$ cat src/rtl/shift_register_universal.sv
// Parametrised universal shift register: single-step modes plus an autonomous
// multi-step burst engine reporting busy/done.
module shift_register_universal #(
  parameter int unsigned WIDTH = 8,
  parameter int unsigned CNT_W = 4
) (
  input  logic             clk,
  input  logic             reset,
  input  logic [2:0]       mode,
  input  logic [WIDTH-1:0] data_in,
  input  logic             ser_in_l,
  input  logic             ser_in_r,
  input  logic             start,
  input  logic [CNT_W-1:0] count,
  output logic [WIDTH-1:0] data_out,
  output logic             ser_out_l,
  output logic             ser_out_r,
  output logic             busy,
  output logic             done
);

  typedef enum logic [2:0] {
    M_HOLD  = 3'b000,
    M_LOAD  = 3'b001,
    M_SHL   = 3'b010,
    M_SHR   = 3'b011,
    M_ROL   = 3'b100,
    M_ROR   = 3'b101,
    M_ASR   = 3'b110,
    M_CLEAR = 3'b111
  } mode_t;

  typedef enum logic {
    IDLE,
    BURST
  } state_t;

  state_t           state;
  logic [2:0]       burst_mode;
  logic [CNT_W-1:0] remaining;
  logic [WIDTH-1:0] q;
  logic [WIDTH-1:0] step_live;
  logic [WIDTH-1:0] step_burst;
  logic             burst_req;

  function automatic logic [WIDTH-1:0] step(
    input logic [2:0]       md,
    input logic [WIDTH-1:0] cur,
    input logic [WIDTH-1:0] load_val,
    input logic             sl,
    input logic             sr
  );
    logic [WIDTH-1:0] r;
    r = cur;
    case (mode_t'(md))
      M_HOLD:  r = cur;
      M_LOAD:  r = load_val;
      M_SHL:   r = {cur[WIDTH-2:0], sr};
      M_SHR:   r = {sl, cur[WIDTH-1:1]};
      M_ROL:   r = {cur[WIDTH-2:0], cur[WIDTH-1]};
      M_ROR:   r = {cur[0], cur[WIDTH-1:1]};
      M_ASR:   r = {cur[WIDTH-1], cur[WIDTH-1:1]};
      M_CLEAR: r = '0;
      default: r = cur;
    endcase
    return r;
  endfunction

  // Shift-class modes are the contiguous range 010..110.
  always_comb begin
    burst_req  = start && (mode >= 3'b010) && (mode <= 3'b110) && (count != '0);
    step_live  = step(mode, q, data_in, ser_in_l, ser_in_r);
    step_burst = step(burst_mode, q, data_in, ser_in_l, ser_in_r);
  end

  always_ff @(posedge clk or posedge reset) begin
    if (reset) begin
      state      <= IDLE;
      q          <= '0;
      busy       <= 1'b0;
      done       <= 1'b0;
      remaining  <= '0;
      burst_mode <= 3'b000;
    end else begin
      case (state)
        IDLE: begin
          done <= 1'b0;
          if (burst_req) begin
            burst_mode <= mode;
            remaining  <= count;
            busy       <= 1'b1;
            state      <= BURST;
          end else begin
            q <= step_live;
          end
        end
        BURST: begin
          q         <= step_burst;
          remaining <= remaining - 1'b1;
          if (remaining == CNT_W'(1)) begin
            busy  <= 1'b0;
            done  <= 1'b1;
            state <= IDLE;
          end
        end
        default: state <= IDLE;
      endcase
    end
  end

  assign data_out  = q;
  assign ser_out_l = q[WIDTH-1];
  assign ser_out_r = q[0];

endmodule

$ cat config.mk
export PLATFORM = sky130hd
export DESIGN_NAME = shift_register_universal
export DESIGN_NICKNAME = d
export VERILOG_FILES = /design/src/rtl/shift_register_universal.sv
export SDC_FILE = /design/constraint.sdc
export NUM_CORES = 1
export LEC_CHECK = 0
export CAP_MARGIN = 20
export CORE_MARGIN = 2
export CORE_UTILIZATION = 42
export DETAILED_ROUTE_END_ITERATION = 16
export PLACE_DENSITY = 0.73
export SYNTH_ARGS = -nofsm -noshare
export SYNTH_HDL_FRONTEND = slang
export SYNTH_SLANG_ARGS = --single-unit
$ cat constraint.sdc
create_clock -name clk -period 1.8 [get_ports clk]
set_input_delay 0.54 -clock clk [delete_from_list [all_inputs] [get_ports clk]]
set_output_delay 0.54 -clock clk [all_outputs]
set_load 0.03 [all_outputs]
==> results by group, run 1 <==
Status
  – Status: complete, no violations

GRT
  – Total gr overflow: 0
  – All-layer global routing usage: 0.2273
  – Initial antenna violation count: 0
  – Largest net degree at the start of global routing: 19
  – Global-route wire length before repair: roughly 7500 um
  – Vias in the first global route: approximately 1600

STA
  – RSZ-0062 raised after global routing: true
  – Setup ws final: between 0.003 and 0.004 ns
  – Fin Clk Skew: 0.001234 ns
  – Post-route minimum period: around 1.8 ns
  – Slew HR: 0.6070
  – Actual slew at the worst max-slew pin: just under 0.6 ns
  – Hold slack: between 0.5 and 0.6 ns
  – Hold Vio Cnt, Final: 0
  – Final Cycle Share: 0.9983
  – Pins Over Slew Limit: 0
  – Post-route setup TNS: 0 ns
  – Number of setup violations in the final report: 0
  – Top achievable clock speed: 556.5 MHz

Die
  – Die height: roughly 64 um
  – Core area: between 3000 and 4000 um^2
  – Die width: between 60 and 70 um
  – Num rows: 21
  – Initial Util: 0.4437
  – Die area: 4076 um^2
  – I/O pin cnt: 32

Setup path
  – Critical Path End Type: register
  – CP peak stage delay: about 0.32 ns
  – CP arrival: approximately 2.0 ns
  – CP top delay family: buffers and inverters
  – Worst Setup Start Kind: primary input
  – CP Class: in -> reg
  – Crit path max-delay cell type: a311oi_4
  – Worst path buffer plus inverter count: 4
  – Cell Chain, Critical Path: dlygate4sd2_1 > buf_12 > a311oi_4 > buf_6 > buf_4 > and2b_2 > mux2_4
  – Critical Path RT: ~2 ns
  – Largest fanout on the critical path: 10

Yosys
  – Synth Cell Area: about 1500 um^2
  – Avg Cell Area, Syn: 8.795 um^2
  – Share of the synthesized area in the top cell type: 0.2995
  – Cell variety after synth: 38
  – Largest area contributor in the netlist: dfrtp_1
  – Sequential area share after synthesis: 0.2995
  – Ys Warns: 0
  – Area contributors post-synth: dfrtp_1, mux2_2, a221oi_1
  – Mapped Nets: just under 200
  – Yosys reg bits: 18
  – Synthesized instance count: between 150 and 200

CTS
  – CTS sink cnt: 18
  – Clock root cell: clkbuf_4
  – Reg clk slew, reported paths: 0.11 ns
  – Max clock buf depth: 2
  – CTS tree: yes
  – CTS Buf Count: 3
  – # hold bufs at CTS: 0
  – CTS H-tree depth: 1
  – Insertion delay to the later sink of the worst-skew pair: slightly below 0.3 ns

Pwr
  – Pwr Total: 0.003821 W
  – VDD IR-drop max: between 1 and 1.5 mV
  – Pwr Density: 1820 nW/um^2
  – Leak: between 0.8 and 0.9 nW

Min path
  – Hold Path Class: reg -> reg

Drt
  – # DRC: 0
  – Vias per Instance: roughly 5.8
  – Antenna Nets Post-Route: 0
  – DR WL/cell: between 15 and 20 um
  – Via count: 1557
  – TritonRoute pass-1 iters: 4
  – DRT Wirelength: about 4300 um
  – Iter 0 DRT Violations: just under 80

Placed design
  – Gp weighted congestion: around 0.88
  – Placed Area: around 2000 um^2
  – Buffers added on ports: 31
  – Worst Setup Slack post-DPL: -0.5808 ns
  – HPWL Detailed: 3056 um

Cells and area
  – Diode count: 0
  – Synthesis-to-layout area growth: 39.60%
  – Final nets: approximately 250
  – Commonest non-fill, non-tap cell in the layout: buf_4
  – Most frequent cells in the layout: buf_4, nor2_1, dfrtp_1
  – Share of cells above drive strength 1: 0.3049
  – Final Cell Area: around 2100 um^2

Job
  – Max_cap viols: 0
[Yosys cell counts (all sizes together)]
library cell / n
nor2: 29
dfrtp: 18
o21ai: 17
a21oi: 14
mux2: 14
a221oi: 13
buf: 11
inv: 8
nand2: 8
o32a: 7
a211oi: 4
clkbuf: 4
xnor2: 3
ha: 2
nor3: 2
nor3b: 2
o22ai: 2
or2: 2
a21o: 1
a222oi: 1
a311oi: 1
a41oi: 1
and2b: 1
mux2i: 1
nor2b: 1
nor4: 1
o211ai: 1
o31ai: 1
xor2: 1
[stage by stage]
stage,cells,util
2_1_floorplan,171,-
3_3_place_gp,262,0.6013
3_5_place_dp,262,0.6013
4_1_cts,268,0.6190
5_1_grt,269,0.6194
6_report,269,0.6194
[worst paths after layout]
kind,slack [ns],startpoint,to,depth (start not counted)
worst max-delay path,0.003,mode[0],burst_mode[0],7
worst min-delay path,0.54,remaining[0],remaining[0],1
worst max register to register,0.14,burst_mode[1],data_out[3],5
worst min register to register,0.54,remaining[0],remaining[0],1
max in group asynchronous,1.03,reset,burst_mode[0],3
min in group asynchronous,0.55,reset,remaining[0],3
[power breakdown]
group	switching, W	total, W	internal, W	leakage (nW)
sequential	0.000251	0.000869	0.000618	0.210
combinational	0.00135	0.00269	0.00134	0.649
clock	0.000136	0.000260	0.000123	0.0210
[final cells by class]
| cell class | instances | area (um^2) |
|---|---|---|
| fill | 300 | 1290 |
| inverter | 8 | 30.03 |
| timing repair buffer | 63 | 569.3 |
| sequential | 18 | 451.7 |
| tap | 46 | 57.56 |
| clock buffer | 4 | 36.28 |
| multi-input combinational | 130 | 954.7 |
[kinds of logic after synthesis]
kind of cell             share of synthesized area
AO/OA/AOI/OAI                               0.3203
AND/OR/NAND/NOR                             0.1481
buffers and inverters                      0.08069
flip-flops                                  0.2995
multiplexers                                0.1115
XOR/XNOR                                   0.02330
adder cells (fa/ha/maj)                    0.01664
[registers in the layout, summed over array words and instances (netlist names)]
register,flops
state,1
burst_mode,3
data_out,8
remaining,4
busy,1
done,1
[metal layers]
layer | share of wire | wire length (um) | vias to the layer above | global-route usage
met5 | 0 | 0 | - | 0
met4 | 0.019 | 82 | 0 | 0.08696
met3 | 0.047 | 203 | 10 | 0.02993
met2 | 0.52 | 2229 | 60 | 0.3867
met1 | 0.42 | 1809 | 740 | 0.2913
li1 | - | - | 747 | -
[timing repair]
item,4_1_cts,5_1_grt
gates cloned,1,0
setup endpoints to repair,28,9
resized for setup,23,12
buffers inserted,1,1
pin swaps,3,2
(Power assumes the default switching activity.)
==> run 2, diff against run 1 <==
REMOVE_ABC_BUFFERS = 1   (was unset)
==> run 2 against run 1 <==
  * Critical path depth unchanged
  * Die area did not move
  * Clock skew increased by 0.00063 ns
  * Register-to-register slack improved by 0.03 ns
  * Clock-buffer cell count stayed put
  * Utilization decreased by 1.1 points
  * Power shrank 5.8%
  * Cell area shrank 1.8%
  * Flip-flop and latch count did not move
  * First-iteration DRC count grew 29%
  * Worst hold slack lost 0.011 ns
  * Combinational power shrank 8.2%
  * Highest routed layer unchanged
==> results by group, run 2 (same netlist as run 1, synthesis figures left out) <==
CTS
  – CTS H-tree depth: 1 (unchanged)
  – CTS sink cnt: 18 (unchanged)
  – CTS Buf Count: 3 (unchanged)
  – # hold bufs at CTS: 0 (unchanged)
  – CTS tree: yes (unchanged)
  – Clock root cell: clkbuf_4 (unchanged)
  – Reg clk slew, reported paths: 0.11 ns (about the same)
  – Max clock buf depth: 2 (unchanged)
  – Insertion delay to the later sink of the worst-skew pair: 0.31 ns (was 0.29 ns)

Status
  – Status: complete, no violations (unchanged)

STA
  – Number of setup violations in the final report: 0 (unchanged)
  – Hold Vio Cnt, Final: 0 (unchanged)
  – RSZ-0062 raised after global routing: false (was true)
  – Fin Clk Skew: 0.001860 ns (was 0.001234 ns)
  – Setup ws final: 0.09043 ns (was 0.003046 ns)
  – Post-route minimum period: 1.710 ns (was 1.797 ns)
  – Actual slew at the worst max-slew pin: 0.4220 ns (was 0.5894 ns)
  – Pins Over Slew Limit: 0 (unchanged)
  – Top achievable clock speed: 584.9 MHz (was 556.5 MHz)
  – Slew HR: 0.7176 (was 0.6070)
  – Final Cycle Share: 0.9498 (was 0.9983)

Placed design
  – Worst Setup Slack post-DPL: -0.5406 ns (was -0.5808 ns)
  – Cell total after placement: 265 (was 262)
  – Buffers added on ports: 31 (unchanged)
  – Gp weighted congestion: 0.8624 (was 0.8763)
  – HPWL Detailed: 3052 um (was 3056 um)

Drt
  – Vias per Instance: 5.587 (was 5.788)
  – Antenna Nets Post-Route: 0 (unchanged)
  – # DRC: 0 (unchanged)
  – Iter 0 DRT Violations: 102 (was 79)
  – DRT Wirelength: 4023 um (was 4325 um)
  – TritonRoute pass-1 iters: 4 (unchanged)
  – DR WL/cell: 14.96 um (was 16.08 um)
  – Via count: 1503 (was 1557)

Setup path
  – Worst Setup Start Kind: primary input (unchanged)
  – Largest fanout on the critical path: 6 (was 10)
  – Critical Path RT: 2.00 ns (was 1.99 ns)
  – CP top delay family: compound AO/OA/AOI/OAI gates (was buffers and inverters)
  – Critical Path End Type: register (unchanged)
  – Reg2reg setup slack: 0.17 ns (was 0.14 ns)
  – Cell Chain, Critical Path: dlygate4sd2_1 > buf_6 > a311oi_4 > buf_4 > nor2_1 > a211oi_1 > a21oi_1 (was dlygate4sd2_1 > buf_12 > a311oi_4 > buf_6 > buf_4 > and2b_2 > mux2_4)
  – Crit path max-delay cell type: a311oi_4 (unchanged)
  – Worst path buffer plus inverter count: 3 (was 4)
  – CP peak stage delay: 0.38 ns (was 0.32 ns)
  – CP Class: in -> reg (unchanged)
  – CP arrival: 1.91 ns (was 1.99 ns)

Pwr
  – VDD IR-drop max: 0.8104 mV (was 1.144 mV)
  – Pwr Total: 0.003601 W (was 0.003821 W)
  – Leak: 0.8583 nW (was 0.8801 nW)
  – Pwr Density: 1747 nW/um^2 (was 1820 nW/um^2)

GRT
  – All-layer global routing usage: 0.2200 (was 0.2273)
  – Largest net degree at the start of global routing: 19 (unchanged)
  – Initial antenna violation count: 0 (unchanged)
  – Total gr overflow: 0 (unchanged)
  – GR Layer Usage met3: 0.02113 (was 0.02993)
  – Grt met1 use: 0.3223 (was 0.2913)
  – Grt met2 use: 0.3398 (was 0.3867)
  – Grt peak-use layer: met2 (unchanged)
  – Vias in the first global route: 1498 (was 1568)
  – Global-route wire length before repair: 7238 um (was 7458 um)

Job
  – Max_cap viols: 0 (unchanged)

Die
  – Die width: 63.84 um (unchanged)
  – Core area: 3390 um^2 (unchanged)
  – Initial Util: 0.4437 (unchanged)
  – Num rows: 21 (unchanged)
  – Die height: 63.84 um (unchanged)
  – I/O pin cnt: 32 (unchanged)
  – Die area: 4076 um^2 (unchanged)

Cells and area
  – Commonest non-fill, non-tap cell in the layout: buf_4 (unchanged)
  – Largest register FFs: 8 (unchanged)
  – Diode count: 0 (unchanged)
  – Layout Cells excl Fill: 269 (unchanged)
  – Multi-input combinational cell area: 947.2 um^2 (was 954.7 um^2)
  – Most frequent cells in the layout: buf_4, nor2_1, dlygate4sd2_1 (was buf_4, nor2_1, dfrtp_1)
  – # fillers: 297 (was 300)
  – Share of cells above drive strength 1: 0.2825 (was 0.3049)
  – Storage element area: 451.7 um^2 (unchanged)
  – Final nets: 246 (unchanged)
  – Synthesis-to-layout area growth: 37.02% (was 39.60%)

Min path
  – Hold Path Class: in -> async (was reg -> reg)
run 2: cell types whose count changed in the layout (fill, tap and decap cells not counted), moves of 2 or more:
cell / before / now
dlygate4sd2_1: 15 / 19
buf_4: 27 / 29
buf_12: 2 / 0
clkbuf_2: 4 / 0
run 2: timing repair:
| action | 4_1_cts | 5_1_grt |
|---|---|---|
| pin swaps | 5 | 3 |
| gates resized for setup | 26 | 3 |
| setup buffers | 1 | 0 |
| endpoints found under the setup margin | 28 | 9 |
run 2: layout make-up:
cell class              count  area share
clock buffers               4     0.01761
inverters                   8     0.01457
multi-input cells         130      0.4596
flip-flops and latches     18      0.2192
well taps                  46     0.02793
repair buffers             63      0.2611
run 2: worst paths after layout:
check | from | cells after the start | endpoint
max | mode[0] | 7 | remaining[1]
min | reset | 3 | done
max reg2reg | burst_mode[1] | 5 | data_out[1]
min reg2reg | done | 2 | done
max in group asynchronous | reset | 3 | burst_mode[0]
min in group clk | done | 2 | done
run 2: power by group:
part / internal, W / switching [W] / total [W]
Combinational: 0.00118 / 0.00129 / 0.00247
Sequential: 0.000618 / 0.000242 / 0.000861
Clock: 0.000124 / 0.000144 / 0.000267
run 2: per-layer routing:
metal | vias up | routed length [um]
met3 | 5 | 178
met5 | - | 0
met4 | 0 | 45
li1 | 743 | -
met1 | 710 | 1863
met2 | 45 | 1935
run 2: worst min-delay path: stages:
cell	delay [ns]
clkdlybuf4s50_1	0.39
inv_1	0.05
buf_4	0.25
run 2: per-stage QoR:
step	utilization	hold WS (ns)	setup TNS, ns	cell area, um^2
6_report	0.6080	0.5327	0	2061
5_1_grt	0.6080	0.5675	0	2061
4_1_cts	0.6087	0.5288	0	2063
3_5_place_dp	0.5962	0.5128	-7.506	2021
3_3_place_gp	0.5962	0.4927	-6.829	2021
2_1_floorplan	-	0.4755	-0.07562	1413
==> run 3, diff against run 2 <==
SETUP_SLACK_MARGIN = 0.5   (was unset)
==> run 3 against run 2 <==
  * Power rose by 15%
  * Clock-buffer cell count did not move
  * Largest power group unchanged
  * Register-to-register slack improved by 0.09 ns
  * Utilization rose by 7.2 points
  * Clock skew rose by 0.0017 ns
  * First-iteration DRC count did not move
  * Via count rose by 6.5%
==> results by group, run 3 (same netlist as run 1, synthesis figures left out) <==
GRT
  – Largest net degree at the start of global routing: 19 (unchanged)
  – Initial antenna violation count: 0 (unchanged)
  – Vias in the first global route: 1636 (was 1498)
  – Total gr overflow: 0 (unchanged)
  – Global-route wire length before repair: 7907 um (was 7238 um)
  – All-layer global routing usage: 0.2424 (was 0.2200)

Die
  – Initial Util: 0.4437 (unchanged)
  – Num rows: 21 (unchanged)
  – Die height: 63.84 um (unchanged)
  – Die area: 4076 um^2 (unchanged)
  – Die width: 63.84 um (unchanged)
  – I/O pin cnt: 32 (unchanged)
  – Core area: 3390 um^2 (unchanged)

Placed design
  – Gp weighted congestion: 0.8624 (unchanged)
  – Worst Setup Slack post-DPL: -0.5406 ns (unchanged)
  – Buffers added on ports: 31 (unchanged)
  – HPWL Detailed: 3052 um (unchanged)
  – Placed Area: 2021 um^2 (unchanged)
  – Cell total after placement: 265 (unchanged)

Job
  – Max_cap viols: 0 (unchanged)

Drt
  – DRT Wirelength: 4681 um (was 4023 um)
  – Iter 0 DRT Violations: 102 (unchanged)
  – Via count: 1601 (was 1503)
  – Vias per Instance: 5.718 (was 5.587)
  – DR WL/cell: 16.72 um (was 14.96 um)
  – # DRC: 0 (unchanged)
  – TritonRoute pass-1 iters: 4 (unchanged)
  – Antenna Nets Post-Route: 0 (unchanged)

STA
  – Number of setup violations in the final report: 0 (unchanged)
  – Post-route minimum period: 1.577 ns (was 1.710 ns)
  – Pins Over Slew Limit: 0 (unchanged)
  – Hold Vio Cnt, Final: 0 (unchanged)
  – Setup ws final: 0.2232 ns (was 0.09043 ns)
  – Fin Clk Skew: 0.003603 ns (was 0.001860 ns)
  – Final Cycle Share: 0.8760 (was 0.9498)
  – Hold slack: 0.5290 ns (was 0.5327 ns)
  – Slew HR: 0.7031 (was 0.7176)
  – RSZ-0062 raised after global routing: true (was false)
  – Actual slew at the worst max-slew pin: 0.4437 ns (was 0.4220 ns)
  – Top achievable clock speed: 634.2 MHz (was 584.9 MHz)

CTS
  – CTS Buf Count: 3 (unchanged)
  – CTS sink cnt: 18 (unchanged)
  – Clock root cell: clkbuf_4 (unchanged)
  – Max clock buf depth: 2 (unchanged)
  – # hold bufs at CTS: 0 (unchanged)
  – Insertion delay to the later sink of the worst-skew pair: 0.31 ns (about the same)
  – Reg clk slew, reported paths: 0.12 ns (was 0.11 ns)
  – CTS tree: yes (unchanged)
  – CTS H-tree depth: 1 (unchanged)

Cells and area
  – # fillers: 240 (was 297)
  – Most frequent cells in the layout: buf_4, buf_6, nor2_1 (was buf_4, nor2_1, dlygate4sd2_1)
  – Largest register FFs: 8 (unchanged)
  – Layout Cells excl Fill: 280 (was 269)
  – Final Cell Area: 2306 um^2 (was 2061 um^2)
  – Commonest non-fill, non-tap cell in the layout: buf_4 (unchanged)
  – Synthesis-to-layout area growth: 53.33% (was 37.02%)
  – Diode count: 0 (unchanged)
  – Share of cells above drive strength 1: 0.5043 (was 0.2825)
  – Final nets: 257 (was 246)

Setup path
  – RR Endpoint: data_out[2] (was data_out[1])
  – Largest fanout on the critical path: 7 (was 6)
  – CP Class: in -> reg (unchanged)
  – R2r worst-path depth: 5 (unchanged)
  – Worst Setup Start Kind: primary input (unchanged)
  – Reg2reg setup slack: 0.26 ns (was 0.17 ns)
  – CP arrival: 1.76 ns (was 1.91 ns)
  – Critical Path End Type: register (unchanged)
  – Critical Path RT: 1.98 ns (was 2.00 ns)
  – Reg2reg start: burst_mode[0] (was burst_mode[1])

Pwr
  – Pwr Density: 1799 nW/um^2 (was 1747 nW/um^2)
  – VDD IR-drop max: 0.9723 mV (was 0.8104 mV)
  – Leak: 0.9566 nW (was 0.8583 nW)

Status
  – Status: complete, no violations (unchanged)

Min path
  – Hold Path Class: in -> async (unchanged)
[run 3: how the worst max path moves through the flow]
stage / startpoint / to / slack (ns) / cells after the start
after floorplan: count[2] / data_out[7] / -0.08 / 5
after global routing: count[3] / data_out[4] / 0.16 / 8
after CTS: count[3] / data_out[2] / 0.24 / 8
after detailed placement: mode[1] / data_out[1] / -0.54 / 7
final: count[3] / data_out[7] / 0.22 / 7
after global placement: mode[1] / burst_mode[0] / -0.47 / 5
[run 3: final cells by class]
type	instances	area, um^2	area share
Timing Repair Buffer	74	673.1	0.2919
Multi-Input combinational cell	130	1056	0.4579
Sequential cell	18	452.9	0.1964
Clock buffer	4	36.28	0.01574
Inverter	8	30.03	0.01302
Tap cell	46	57.56	0.02496
[run 3: metal layers]
| metal | vias up | track usage | share of wire |
|---|---|---|---|
| met1 | 786 | 0.3444 | 0.45 |
| li1 | 758 | - | - |
| met3 | 6 | 0.02289 | 0.041 |
| met2 | 51 | 0.3828 | 0.49 |
| met4 | 0 | 0.08424 | 0.013 |
| met5 | - | 0 | 0 |
[run 3: where the power goes]
| part | switching [W] | internal (W) |
|---|---|---|
| sequential | 0.000262 | 0.000622 |
| combinational | 0.00152 | 0.00148 |
| clock | 0.000149 | 0.000124 |
[run 3: stage by stage]
step	setup TNS, ns	utilization	total power (W)
floorplan	-0.07562	-	0.002407
global placement	-6.829	0.5962	0.003304
detailed placement	-7.506	0.5962	0.003387
CTS	0	0.6593	0.003950
global route	0	0.6803	0.004443
finish	0	0.6803	0.004149
[run 3: timing repair]
action                                  in CTS  in global routing
buffers inserted                            10                  1
endpoints found under the setup margin      29                 29
endpoints found under the hold margin        0                  0
pin swaps                                   12                  4
resized for setup                          149                 20
[run 3: worst max-delay path, stage by stage]
cell      delay, ns
buf_8          0.10
nor4_4         0.31
a311oi_4       0.07
buf_4          0.16
o31ai_4        0.26
buf_6          0.21
a41oi_2        0.11
